$ cat config.mk
export PLATFORM = sky130hd
export DESIGN_NAME = ahfp_div_multi
export DESIGN_NICKNAME = d
export VERILOG_FILES = /design/src/rtl/ahfp_pkg.sv /design/src/rtl/ahfp_unpack.sv /design/src/rtl/ahfp_div_multi.sv
export SDC_FILE = /design/constraint.sdc
export NUM_CORES = 1
export LEC_CHECK = 0
export CELL_PAD_IN_SITES_DETAIL_PLACEMENT = 1
export CELL_PAD_IN_SITES_GLOBAL_PLACEMENT = 1
export CORE_ASPECT_RATIO = 0.9
export CORE_MARGIN = 2
export CORE_UTILIZATION = 42
export DETAILED_ROUTE_END_ITERATION = 7
export PLACE_DENSITY_LB_ADDON = 0.05
export SLEW_MARGIN = 20
export SYNTH_ARGS = -nofsm -noshare
export SYNTH_HDL_FRONTEND = slang
export SYNTH_SLANG_ARGS = --single-unit
$ cat constraint.sdc
create_clock -name clk -period 3.5 [get_ports clk]
set_clock_uncertainty 0.15 [all_clocks]
set_input_delay 1.05 -clock clk [delete_from_list [all_inputs] [get_ports clk]]
set_output_delay 1.05 -clock clk [all_outputs]
set_load 0.02 [all_outputs]
$ cat src/rtl/ahfp_pkg.sv
// rtl/ahfp_pkg.sv - shared single-precision constants, operand classes and divider states
package ahfp_pkg;

   localparam int          EXP_W   = 8;
   localparam int          MAN_W   = 23;
   localparam int          BIAS    = 127;
   localparam logic [31:0] QNAN    = 32'h7FC0_0000;
   localparam logic [31:0] POS_INF = 32'h7F80_0000;

   typedef enum logic [1:0] {ZERO, NORMAL, INF, NAN} op_class_t;

   typedef enum logic [2:0] {S_IDLE, S_UNPACK, S_DIVIDE, S_NORM, S_DONE} div_state_t;

endpackage

$ cat src/rtl/ahfp_unpack.sv
// rtl/ahfp_unpack.sv - split a float into fields and classify it; denormals read as zero
module ahfp_unpack
   import ahfp_pkg::*;
#(
   parameter int EXP_W = ahfp_pkg::EXP_W,
   parameter int MAN_W = ahfp_pkg::MAN_W
)(
   input  logic [EXP_W+MAN_W:0] op,
   output logic                 sign,
   output logic [EXP_W-1:0]     exponent,
   output logic [MAN_W:0]       mantissa,
   output op_class_t            cls
);

   assign sign     = op[EXP_W+MAN_W];
   assign exponent = op[EXP_W+MAN_W-1:MAN_W];
   assign mantissa = {1'b1, op[MAN_W-1:0]};

   always_comb begin
      cls = NORMAL;
      if (exponent == '0)
         cls = ZERO;
      else if (&exponent)
         cls = (|op[MAN_W-1:0]) ? NAN : INF;
   end

endmodule

$ cat src/rtl/ahfp_div_multi.sv
// rtl/ahfp_div_multi.sv - multi-cycle single-precision divider, restoring radix-2, truncating
module ahfp_div_multi
   import ahfp_pkg::*;
#(
   parameter int                   EXP_W = ahfp_pkg::EXP_W,
   parameter int                   MAN_W = ahfp_pkg::MAN_W,
   parameter int                   BIAS  = ahfp_pkg::BIAS,
   parameter logic [EXP_W+MAN_W:0] QNAN  = ahfp_pkg::QNAN
)(
   input  logic                 clk,
   input  logic                 reset,
   input  logic                 clk_en,
   input  logic                 start,
   input  logic [EXP_W+MAN_W:0] dataa,
   input  logic [EXP_W+MAN_W:0] datab,
   output logic [EXP_W+MAN_W:0] result,
   output logic                 done
);

   localparam int W  = 1 + EXP_W + MAN_W;
   localparam int M  = MAN_W + 1;
   localparam int EW = EXP_W + 2;
   localparam logic signed [EW-1:0] E_MAX  = EW'((1 << EXP_W) - 1);
   localparam logic signed [EW-1:0] E_ZERO = '0;
   localparam logic signed [EW-1:0] E_ONE  = EW'(1);
   localparam logic signed [EW-1:0] E_BIAS = EW'(BIAS);
   localparam logic [4:0]           LAST_IT = 5'(M);

   div_state_t             state;
   logic [W-1:0]           a_q, b_q;
   logic                   a_s, b_s, sgn, special;
   logic [EXP_W-1:0]       a_e, b_e;
   logic [M-1:0]           a_m, b_m;
   op_class_t              a_c, b_c;
   logic [M:0]             rem, quo;
   logic [4:0]             cnt;
   logic signed [EW-1:0]   e, e_adj;
   logic [MAN_W-1:0]       frac;
   logic [W-1:0]           special_res, norm_res, inf_res, zero_res;

   ahfp_unpack #(.EXP_W(EXP_W), .MAN_W(MAN_W)) u_unpack_a (
      .op(a_q), .sign(a_s), .exponent(a_e), .mantissa(a_m), .cls(a_c)
   );

   ahfp_unpack #(.EXP_W(EXP_W), .MAN_W(MAN_W)) u_unpack_b (
      .op(b_q), .sign(b_s), .exponent(b_e), .mantissa(b_m), .cls(b_c)
   );

   assign sgn      = a_s ^ b_s;
   assign inf_res  = {sgn, {EXP_W{1'b1}}, {MAN_W{1'b0}}};
   assign zero_res = {sgn, {(W-1){1'b0}}};

   // Invalid cases are tested first so they win over the inf/zero rules below.
   always_comb begin
      special     = 1'b1;
      special_res = QNAN;
      if (a_c == NAN || b_c == NAN || (a_c == ZERO && b_c == ZERO) ||
          (a_c == INF && b_c == INF))
         special_res = QNAN;
      else if (b_c == ZERO || a_c == INF)
         special_res = inf_res;
      else if (a_c == ZERO || b_c == INF)
         special_res = zero_res;
      else
         special = 1'b0;
   end

   // Quotient lies in (0.5, 2); a clear top bit means one extra normalising shift.
   always_comb begin
      e_adj = quo[M] ? e : e - E_ONE;
      frac  = quo[M] ? quo[M-1:1] : quo[M-2:0];
      if (e_adj >= E_MAX)
         norm_res = inf_res;
      else if (e_adj <= E_ZERO)
         norm_res = zero_res;
      else
         norm_res = {sgn, e_adj[EXP_W-1:0], frac};
   end

   always_ff @(posedge clk) begin
      if (reset) begin
         state  <= S_IDLE;
         done   <= 1'b0;
         result <= '0;
         cnt    <= '0;
         a_q    <= '0;
         b_q    <= '0;
         rem    <= '0;
         quo    <= '0;
         e      <= '0;
      end else if (clk_en) begin
         case (state)
            S_IDLE: begin
               if (start) begin
                  a_q   <= dataa;
                  b_q   <= datab;
                  state <= S_UNPACK;
               end
            end
            S_UNPACK: begin
               if (special) begin
                  result <= special_res;
                  done   <= 1'b1;
                  state  <= S_DONE;
               end else begin
                  rem   <= {1'b0, a_m};
                  quo   <= '0;
                  cnt   <= '0;
                  e     <= EW'(a_e) - EW'(b_e) + E_BIAS;
                  state <= S_DIVIDE;
               end
            end
            S_DIVIDE: begin
               if (rem >= {1'b0, b_m}) begin
                  quo <= {quo[M-1:0], 1'b1};
                  rem <= (rem - {1'b0, b_m}) << 1;
               end else begin
                  quo <= {quo[M-1:0], 1'b0};
                  rem <= rem << 1;
               end
               cnt <= cnt + 5'd1;
               if (cnt == LAST_IT)
                  state <= S_NORM;
            end
            S_NORM: begin
               result <= norm_res;
               done   <= 1'b1;
               state  <= S_DONE;
            end
            S_DONE: begin
               done  <= 1'b0;
               state <= S_IDLE;
            end
            default: state <= S_IDLE;
         endcase
      end
   end

endmodule

# Word-level counts from Yosys, hierarchy flattened
# Index checks and enable logic that the tools add are counted.
# word_totals
register_bits	165
# op_classes
addsub	5
order_cmp	3
n_eq_ne	13
muxes	32
n_bitwise	2
n_reduce_logical	25
# op_table
operator	n
2-to-1 mux 32 bit	4
one-hot mux 25 bit (2 select lines)	2
2-to-1 mux 25 bit	3
one-hot mux 32 bit (2 select lines)	1
2-to-1 mux 31 bit	2
OR reduction 23 bit	2
greater-or-equal comparator 25 x 24 -> 1 bit	1
subtractor 24 bit	1
2-to-1 mux 23 bit	1
AND reduction 3 bit	6
logical NOT 8 bit	2
AND reduction 8 bit	2
one-hot mux 3 bit (4 select lines)	1
adder 9 x 8 -> 10 bit, second input constant	1
greater-or-equal comparator 10 x 9 -> 1 bit, second input constant	1
less-or-equal comparator 10 x 1 -> 1 bit, second input constant	1
2-to-1 mux 10 bit	1
one-hot mux 5 bit (2 select lines)	1
subtractor 10 x 2 -> 10 bit, second input constant	1
2-to-1 mux 3 bit	3
subtractor 8 x 8 -> 9 bit	1
equality test 2 bit, second input constant	4
2-to-1 mux 2 bit	4
!= test 2 bit, second input constant	4
other kinds (16)	30

# Longest topological paths before layout
# Gate-level depths: netlist (run 1).
# logic_depth
depth_word	11
depth_mapped	14
ltp_nobuf	13

# By module
# A second synthesis (run 1) with hierarchy kept.
# unflattened
hier_cells	1150
area_unflattened_um2	9143.8
# modules_own_cells
mod	n_inst	cells_per_inst	area_each_um2
ahfp_div_multi	1	1054	8448.1
ahfp_unpack	2	48	347.8

# Worst setup path after synthesis (run 1)
# No wires, ideal clock.
# synth_path
kind	register to register
from	register b_q[3]
to	register rem[23]
setup_ns	0.130
arrival_time_ns	2.446
required_time_ns	3.220
path_slack_ns	0.774
path_stages_with_launch	14
path_buffers	2
path_cell_list	dfxtp_1 > inv_1 > ha_1 > a21o_1 > a21oi_1 > o21ai_1 > a22oi_1 > o21ai_2 > a2bb2oi_2 > a21o_1 > buf_4 > buf_4 > o31ai_1 > a31oi_1
# synth_via
elab_chain_cells	11
# synth_lines
item	line	source
start: declaration	ahfp_div_multi.sv:30	logic [W-1:0] a_q, b_q;
start signal: assignment	ahfp_div_multi.sv:96	b_q <= datab;
OR reduction 23 bit	ahfp_unpack.sv:24	cls = (|op[MAN_W-1:0]) ? NAN : INF;
2-to-1 mux 1 bit	ahfp_unpack.sv:24	
2-to-1 mux 2 bit	ahfp_unpack.sv:23	else if (&exponent)
2-to-1 mux 2 bit	ahfp_unpack.sv:21	if (exponent == '0)
equality test 2 bit (tied with other cells)	ahfp_div_multi.sv:58, ahfp_div_multi.sv:62	
logical OR 1 bit (tied with other cells)	ahfp_div_multi.sv:62	else if (a_c == ZERO || b_c == INF)
2-to-1 mux 1 bit / logical OR 1 bit (equally long branches)	ahfp_div_multi.sv:62, ahfp_div_multi.sv:57	
2-to-1 mux 1 bit / logical OR 1 bit (equally long branches)	ahfp_div_multi.sv:60, ahfp_div_multi.sv:57	
2-to-1 mux 1 bit	ahfp_div_multi.sv:57	if (a_c == NAN || b_c == NAN || (a_c == ZERO && b_c == ZERO) ||
!= test 2 bit (no line)	-	
AND reduction 3 bit (no line)	-	
end signal: assignment	ahfp_div_multi.sv:106	rem <= {1'b0, a_m};
end signal: assignment	ahfp_div_multi.sv:116	rem <= (rem - {1'b0, b_m}) << 1;
end signal: assignment	ahfp_div_multi.sv:119	rem <= rem << 1;
end: declaration	ahfp_div_multi.sv:35	logic [M:0] rem, quo;
# Several ways; a longest one is shown, not always the timed one.
# A chain may end at the register's enable or synchronous reset.

# Worst setup path in the final report (run 1)
# layout_path
from	register b_q[3]
to	register rem[18]
# The elaborated chain is that of the path after synthesis.

==> out/results.txt, run 1 <==
Crit-path max FO - 16
Mapped Area - 8600 um2
Netlist cell types - 69
Final std cells w/o fill - 1391
Pin count of the biggest net entering global routing - 81
Placeable Area - 20000 um2
CP max-delay cell - dfxtp_1
CP required - 3.65 ns
Starting density of the core - 0.429
Placed wire-length estimate - 17500 um
Vias post-DR - 7712
Gr ovfl total - 0
Iteration-0 DRC Markers - 408
Setup TNS - 0 ns
Vias in the first global route - 7632
Placer congestion estimate - 0.808
Hold Crit Class - reg -> reg
Clock Latency Late Sink - 0.43 ns
Pwr Density - 443 nW/um2
Root Buffer - clkbuf_16
Worst Path Arrival - 3.30 ns
Port Buf Inserts - 100
Number of synthesized flops with an enable pin - 0
Worst VDD drop - 0.000288 V
Ys Warns - 0
Synth Area per Inst - 8.20 um2
Synth-to-Final Area Change - 20.9%
Post-CTS setup buffer count - 0
Die Y-Extent - 140 um
GRT Util Overall - 0.229
Final count of hold timing violations - 0
RSZ-0062 raised after global routing - no
Worst path max stage delay - 0.36 ns
Status - complete, no violations
Placed cell count - 1359
Post-synth ARST share - 0
Pleak - 3.81 nW
Critical path class - reg -> reg
Period minus WS final - 3.15 ns
Clock transition at path regs - 0.07 ns
Top FF cell, synth - dfxtp_1
First-pass DRT Iterations - 5
Post-Synthesis Net Count - 1154
Clock sink count - 165
Fill count - 2395
H-Tree Depth - 4
Synthesized flop and latch total - 165
Worst-Margin Slew - 0.903 ns
Via density - 5.54
Syn Inst Count - 1049
Final WL - 24500 um
Worst setup EP type - flop
# DRC - 0
Final Setup Violations - 0
Rows - 49
Register area share after synthesis - 0.384
Slew HR - 0.396
Fraction of layout cells with a size suffix above 1 - 0.0836
Die Width - 155 um
Period utilisation layout - 0.900
Pins over their slew limit - 0
Die area - 21600 um2
Max-Cap Viols - 0
PostCTS Resize Cnt - 0
Number of CTS-inserted buffers - 17
Hold buffers post-CTS - 0
Detail Route Antenna Nets - 0
Routed WL per cell - 17.6 um
Io pins - 101
Crit-path cells - inv_1 > ha_1 > nand3_1 > o21ai_1 > a22oi_1 > o21ai_2 > a2bb2oi_2 > a21o_1 > buf_4 > mux2i_1 > o22ai_1
Antenna fix cells - 0
CTS max path bufs - 2
Antenna violations before repair - 0
Nets - 1228
Max Freq - 318 MHz
First-pass GRT wire length - 40000 um
Startpoint type of the worst setup path - flop
CTS tree - done
placed cells by master, fill, tap and decap left out, drive strengths merged, types with 9 or more instances in the layout:
cell type	netlist	layout
nor4	17	17
a21oi	98	98
a211oi	13	13
ha	35	35
a21o	15	15
clkbuf	49	18
clkdlybuf4s50	0	99
buf	16	21
nand3	13	13
o22ai	18	18
o21ai	24	24
mux2	23	23
nor3	20	20
nand2	159	159
xor2	15	15
mux2i	23	23
xnor2	26	26
dfxtp	165	165
nand4	9	9
nor2	105	105
a22oi	74	74
inv	50	55
cells in the mapped netlist, drive strengths merged (18+ instances only):
library cell | instances | area, um2
o22ai | 18 | 113
nor3 | 20 | 105
nand2 | 159 | 599
dfxtp | 165 | 3300
mux2i | 23 | 230
nor2 | 105 | 394
mux2 | 23 | 259
ha | 35 | 438
inv | 50 | 188
a21oi | 98 | 494
clkbuf | 49 | 185
xnor2 | 26 | 228
a22oi | 74 | 561
o21ai | 24 | 128
worst paths after layout:
check / depth (start not counted) / from / end / slack, ns
max: 11 / b_q[3] / rem[18] / 0.35
min: 2 / b_q[31] / b_q[31] / 0.32
max reg2reg: 11 / b_q[3] / rem[18] / 0.35
min reg2reg: 2 / b_q[31] / b_q[31] / 0.32
where the power goes:
group | switching (W) | internal [W] | total, W
clock | 0.000893 | 0.000944 | 0.00184
combinational | 0.000445 | 0.000347 | 0.000792
sequential | 0.0000565 | 0.00193 | 0.00198
logic make-up (layout without fill, tap and decap cells):
group	after synthesis	in the layout	synth area share
adders and majority gates	37	37	0.0556
AOI/OAI and AO/OA	281	281	0.213
and+or+nand+nor	364	364	0.192
xor gates and xnor gates	41	41	0.0417
buffers and inverters	115	202	0.0570
muxes	46	46	0.0569
DFF	165	165	0.384
sequential cells by signal, indices dropped and copies added, names as in the netlist:
| name | cells |
|---|---|
| result | 32 |
| quo | 25 |
| a_q | 32 |
| e | 10 |
| state | 3 |
| done | 1 |
| rem | 25 |
| cnt | 5 |
| b_q | 32 |
critical path: cells and delay by family, from the launching register on:
| family | cells | cell delay [ns] |
|---|---|---|
| buffers and inverters | 2 | 0.35 |
| DFF | 1 | 0.36 |
| adders and majority gates | 1 | 0.36 |
| AOI/OAI and AO/OA | 6 | 1.38 |
| and+or+nand+nor | 1 | 0.14 |
| muxes | 1 | 0.26 |
through the flow:
step	hold slack (ns)	utilization	area, um2	worst slack, ns	total power, W
finish	0.322	0.519	10400	0.351	0.00461
global route	0.346	0.519	10400	0.149	0.00481
CTS	0.324	0.519	10400	0.358	0.00464
detailed placement	0.313	0.490	9830	0.158	0.00281
global placement	0.310	0.490	9830	0.281	0.00280
floorplan	0.299	-	8600	0.774	0.00255
final cells by class:
class                           count  area [um2]  share of cell area
Clock buffer                       18         429              0.0413
Clock inverter                     14         143              0.0137
Inverter                           50         188              0.0180
Multi-Input combinational cell    769        4820               0.463
Sequential cell                   165        3300               0.318
Tap cell                          255         319              0.0307
Timing Repair Buffer              120        1200               0.115
layer usage:
layer | wire (um) | GRT usage
met5 | 0 | 0
met4 | 287 | 0.0619
met3 | 879 | 0.0405
met2 | 10500 | 0.347
met1 | 12900 | 0.335
No activity file was read; power rests on OpenSTA's default activity.
==> run 2: changes to the inputs <==
CAP_MARGIN = 20   (was default)
CORE_UTILIZATION = 44   (was 42)
CTS_BUF_LIST = sky130_fd_sc_hd__clkbuf_8   (was default)
==> out/results.txt, run 2 (synthesis results as in run 1) <==
Startpoint type of the worst setup path - flop
Die Y-Extent - 137 um (-2.2%)
Clock Latency Late Sink - 0.46 ns (+0.03 ns)
Placed cell count - 1352 (-0.52%)
Placer congestion estimate - 0.844 (+4.5%)
Register-to-Register Path Depth - 11 (unchanged)
Final count of hold timing violations - 0 (unchanged)
Placed wire-length estimate - 17400 um (-0.46%)
CP max-delay cell - ha_1
Root Buffer - clkbuf_8
Status - complete, no violations
Nets - 1226 (-0.16%)
Post-CTS setup buffer count - 0 (unchanged)
Worst setup EP type - flop
Commonest non-fill, non-tap cell in the layout - dfxtp_1
Biggest registers after layout - a_q x32, b_q x32, result x32
Antenna fix cells - 0 (unchanged)
Number of CTS-inserted buffers - 17 (unchanged)
Worst-Margin Slew - 0.903 ns (-0.000202 ns)
Clock sink count - 165 (unchanged)
Hold buffers post-CTS - 0 (unchanged)
H-Tree Depth - 4 (unchanged)
Die area - 20700 um2 (-4.4%)
Fill count - 2311 (-3.5%)
Critical path class - reg -> reg
Final std cells w/o fill - 1383 (-0.58%)
Iteration-0 DRC Markers - 398 (-2.5%)
Max Freq - 317 MHz (about the same)
Final Setup Violations - 0 (unchanged)
Worst Path Arrival - 3.35 ns (+0.05 ns)
First-pass DRT Iterations - 5 (unchanged)
WHS Endpoint - b_q[31]
Crit-path cells - inv_1 > ha_1 > nand3_1 > nor3_1 > nand2_1 > o21ai_2 > a2bb2oi_2 > a21o_1 > buf_4 > nor4b_1 > a311o_1
Reg area - 3300 um2 (unchanged)
Period utilisation layout - 0.900 (about the same)
GRT Util Overall - 0.242 (+0.0123)
Pin count of the biggest net entering global routing - 87 (+7.4%)
Vias post-DR - 7752 (+0.52%)
Die Width - 151 um (-2.2%)
Synth-to-Final Area Change - 18.9%
Slew HR - 0.396 (about the same)
CTS max path bufs - 2 (unchanged)
Worst path max stage delay - 0.43 ns (+0.07 ns)
Routed WL per cell - 17.6 um (-0.35%)
Area after DPL - 9810 um2 (-0.22%)
Finished layout cell area - 10200 um2 (-1.6%)
Period minus WS final - 3.15 ns (+0.00206 ns)
CTS tree - done
Fraction of layout cells with a size suffix above 1 - 0.0821 (-0.00154)
Clock transition at path regs - 0.10 ns (+0.03 ns)
Placeable Area - 19200 um2 (-4.4%)
# DRC - 0 (unchanged)
Crit-path max FO - 10 (-6)
Footprint of the multi-input gates - 4820 um2 (unchanged)
RSZ-0062 raised after global routing - no
Worst VDD drop - 0.000217 V (-24%)
Pleak - 3.74 nW (-1.8%)
PostCTS Resize Cnt - 0 (unchanged)
Max-Cap Viols - 0 (unchanged)
Starting density of the core - 0.449 (+0.0199)
Setup TNS - 0 ns (unchanged)
Via density - 5.61 (+1.1%)
Pins over their slew limit - 0 (unchanged)
Rows - 48 (-2.0%)
Hold Startpoint - b_q[31]
Hold Crit Class - reg -> reg
Detail Route Antenna Nets - 0 (unchanged)
Vias in the first global route - 7845 (+2.8%)
Io pins - 101 (unchanged)
Antenna violations before repair - 0 (unchanged)
First-pass GRT wire length - 39700 um (-0.66%)
Port Buf Inserts - 100 (unchanged)
Worst r2r src - b_q[13]
Pwr Density - 419 nW/um2 (-5.5%)
Gr ovfl total - 0 (unchanged)
Final WL - 24300 um (-0.92%)
Commonest non-fill, non-tap cells in the layout - dfxtp_1 (165), nand2_1 (158), nor2_1 (105)
CP required - 3.70 ns (+0.05 ns)
Hold Path Stages - 2 (unchanged)
R2r setup slk - 0.35 ns (about the same)
Worst r2r dst - rem[20]
## run 2: changes by cell type in the layout (fill, tap and decap cells not counted)
cell / previous run / this run
buf_4: 17 / 15
bufinv_16: 0 / 3
clkbuf_1: 1 / 0
clkbuf_16: 17 / 0
clkbuf_8: 0 / 17
clkinv_2: 0 / 1
clkinv_4: 3 / 0
clkinv_8: 2 / 0
clkinvlp_4: 4 / 2
inv_6: 1 / 5
inv_8: 4 / 3
## run 2: per-stage QoR
| stage | hold WS [ns] | util | total power (W) | setup WS (ns) |
|---|---|---|---|---|
| floorplan | 0.299 | - | 0.00255 | 0.774 |
| global placement | 0.312 | 0.512 | 0.00279 | 0.286 |
| detailed placement | 0.314 | 0.512 | 0.00281 | 0.139 |
| CTS | 0.329 | 0.534 | 0.00432 | 0.369 |
| global route | 0.356 | 0.534 | 0.00449 | 0.117 |
| finish | 0.326 | 0.534 | 0.00429 | 0.349 |
## run 2: area by class of cell
type                       instances  area share
sequential                       165       0.323
clock buffer                      17      0.0229
inverter                          50      0.0183
tap                              250      0.0306
multi-input combinational        769       0.471
clock inverter                    14      0.0183
timing repair buffer             118       0.116
## run 2: worst max path at each step
stage | slack (ns) | startpoint | depth (start not counted) | endpoint
after global placement | 0.29 | clk_en | 9 | result[12]
after detailed placement | 0.14 | clk_en | 9 | result[12]
after CTS | 0.37 | b_q[12] | 11 | rem[20]
final | 0.35 | b_q[13] | 11 | rem[20]
after global routing | 0.12 | b_q[3] | 12 | rem[20]
after floorplan | 0.77 | b_q[3] | 13 | rem[23]
## run 2: critical path: cells and delay by family, from the launching register on
| family | cells | cell delay (ns) |
|---|---|---|
| buffers and inverters | 2 | 0.33 |
| DFF | 1 | 0.38 |
| AOI/OAI and AO/OA | 4 | 1.11 |
| adders and majority gates | 1 | 0.43 |
| and+or+nand+nor | 4 | 0.64 |
## run 2: power breakdown
group          internal [W]  switching, W
sequential          0.00193     0.0000557
combinational      0.000344      0.000443
clock              0.000726      0.000792
total               0.00300       0.00129
## run 2: metal layers
| metal | up-vias | global-route usage | share of wire |
|---|---|---|---|
| li1 | 3845 | - | - |
| met5 | - | 0 | 0 |
| met3 | 17 | 0.0557 | 0.053 |
| met4 | 0 | 0.0524 | 0.0091 |
| met1 | 3742 | 0.342 | 0.49 |
| met2 | 148 | 0.375 | 0.44 |
==> run 3: changes to the inputs <==
CORE_UTILIZATION = 42   (was 44)
CTS_BUF_LIST = default   (was sky130_fd_sc_hd__clkbuf_8)
clock period = 3.2 ns   (was 3.5 ns; I/O delays follow)
==> out/results.txt, run 3 (synthesis results as in run 1) <==
Max Freq - 333 MHz (+4.8%)
Detail Route Antenna Nets - 0 (unchanged)
Startpoint type of the worst setup path - flop
Number of CTS-inserted buffers - 17 (unchanged)
Pre-CTS setup slack - 0.161 ns (+0.0224 ns)
Via density - 5.56 (-0.74%)
Status - complete, no violations
Worst Path Arrival - 3.16 ns (-0.19 ns)
Clock Latency Late Sink - 0.43 ns (-0.03 ns)
Synth-to-Final Area Change - 22.5%
Fraction of layout cells with a size suffix above 1 - 0.0934 (+0.0114)
Final WL - 24700 um (+1.9%)
Antenna fix cells - 0 (unchanged)
Pwr Density - 486 nW/um2 (+16%)
Hold Crit Class - reg -> reg
Port Buf Inserts - 100 (unchanged)
Iteration-0 DRC Markers - 344 (-14%)
Power share of the combinational group - 0.175 (-0.009)
P_sw - 0.00155 W (+20%)
Rows - 49 (+2.1%)
Setup TNS - 0 ns (unchanged)
Pleak - 3.89 nW (+3.9%)
H-Tree Depth - 4 (unchanged)
PnR worst setup slack - 0.194 ns (-0.156 ns)
Commonest non-fill, non-tap cells in the layout - dfxtp_1 (165), nand2_1 (158), nor2_1 (105)
Pin count of the biggest net entering global routing - 65 (-25%)
Placed wire-length estimate - 17800 um (+2.7%)
Post-CTS setup buffer count - 0 (unchanged)
Commonest non-fill, non-tap cell in the layout - dfxtp_1
Root Buffer - clkbuf_16
CP required - 3.36 ns (-0.34 ns)
Clock share of power - 0.402 (+0.048)
Die Width - 155 um (+2.3%)
Sequential power share - 0.423 (-0.039)
Worst-Margin Slew - 0.775 ns (-0.128 ns)
Antenna violations before repair - 1 (+1)
Sw frac - 0.302 (+0.00114)
Placeable Area - 20000 um2 (+4.6%)
Die Y-Extent - 140 um (+2.3%)
Vias in the first global route - 7707 (-1.8%)
Period utilisation layout - 0.940 (+0.0393)
Clock sink count - 165 (unchanged)
Slew HR - 0.476 (+0.0804)
Footprint of the multi-input gates - 4830 um2 (+0.16%)
Worst VDD drop - 0.000255 V (+17%)
Clock transition at path regs - 0.08 ns (-0.02 ns)
Worst setup EP type - flop
Routed WL per cell - 17.7 um (+0.63%)
Pins over their slew limit - 0 (unchanged)
Nets - 1237 (+0.90%)
Reg area - 3300 um2 (unchanged)
Io pins - 101 (unchanged)
Int Pwr - 0.00357 W (+19%)
Starting density of the core - 0.429 (-0.0199)
Final count of hold timing violations - 0 (unchanged)
First-pass GRT wire length - 40600 um (+2.3%)
CTS tree - done
Crit-path max FO - 4 (-6)
Vias post-DR - 7789 (+0.48%)
GRT Util Overall - 0.233 (-0.00877)
Critical path class - reg -> reg
Biggest registers after layout - a_q x32, b_q x32, result x32
CTS max path bufs - 2 (unchanged)
First-pass DRT Iterations - 4 (-1)
Gr ovfl total - 0 (unchanged)
# DRC - 0 (unchanged)
Period minus WS final - 3.01 ns (-0.144 ns)
Fill count - 2369 (+2.5%)
Die area - 21600 um2 (+4.6%)
Placer congestion estimate - 0.817 (-3.2%)
RSZ-0062 raised after global routing - no
Max-Cap Viols - 0 (unchanged)
Final Setup Violations - 0 (unchanged)
[run 3: cell count changes in the layout (fill, tap and decap cells not counted), moves of 2 or more]
cell       before  now
buf_12          4    7
buf_4          15   23
bufinv_16       3    0
clkbuf_16       0   17
clkbuf_8       17    1
clkinv_4        0    2
clkinv_8        0    3
inv_6           5    3
inv_8           3    5
[run 3: what timing repair did]
item                                    4_1_cts  5_1_grt
gates resized for setup                       0        2
hold buffers                                  0        0
endpoints found under the setup margin        0        3
[run 3: cell type report]
class                      count  area share
clock inverter                14      0.0148
tap                          255      0.0303
inverter                      50      0.0178
timing repair buffer         129       0.124
clock buffer                  18      0.0417
multi-input combinational    769       0.458
sequential                   165       0.313
[run 3: path summary, 6_finish.rpt]
check / from / to / slack (ns) / cells after the start
setup reg to reg: b_q[2] / rem[23] / 0.19 / 11
hold / removal: b_q[31] / b_q[31] / 0.32 / 2
setup / recovery: b_q[2] / rem[23] / 0.19 / 11
hold reg to reg: b_q[31] / b_q[31] / 0.32 / 2
[run 3: routing by layer]
metal  global-route usage  wire length (um)
met1                0.336             12500
met2                0.355             10600
met3               0.0542              1390
met4               0.0492               221
met5                    0                 0
[run 3: worst max-delay path, stage by stage, from the launching register on]
cell and delay (ns):
dfxtp_1 0.35, inv_1 0.05, ha_1 0.34, nor2b_1 0.17, o31a_1 0.28, o41a_1 0.41
a32oi_1 0.30, a31oi_1 0.17, a21o_1 0.21, a21oi_1 0.17, xor2_1 0.18, a31oi_1 0.09
[run 3: through the flow]
stage,utilization,cell area (um2),power [W],hold WS (ns),cells
2_1_floorplan,-,8600,0.00279,0.299,1049
3_3_place_gp,0.496,9930,0.00308,0.313,1368
3_5_place_dp,0.496,9930,0.00310,0.313,1368
4_1_cts,0.525,10500,0.00516,0.323,1400
5_1_grt,0.526,10500,0.00536,0.345,1400
6_report,0.526,10500,0.00512,0.322,1400
[run 3: power by group through the flow]
stage	Clock, W	Combinational, W	Sequential [W]
detailed placement	0	0.000885	0.00221
global placement	0	0.000870	0.00221
global route	0.00219	0.000989	0.00218
finish	0.00206	0.000894	0.00217
CTS	0.00210	0.000894	0.00217
floorplan	0	0.000593	0.00220
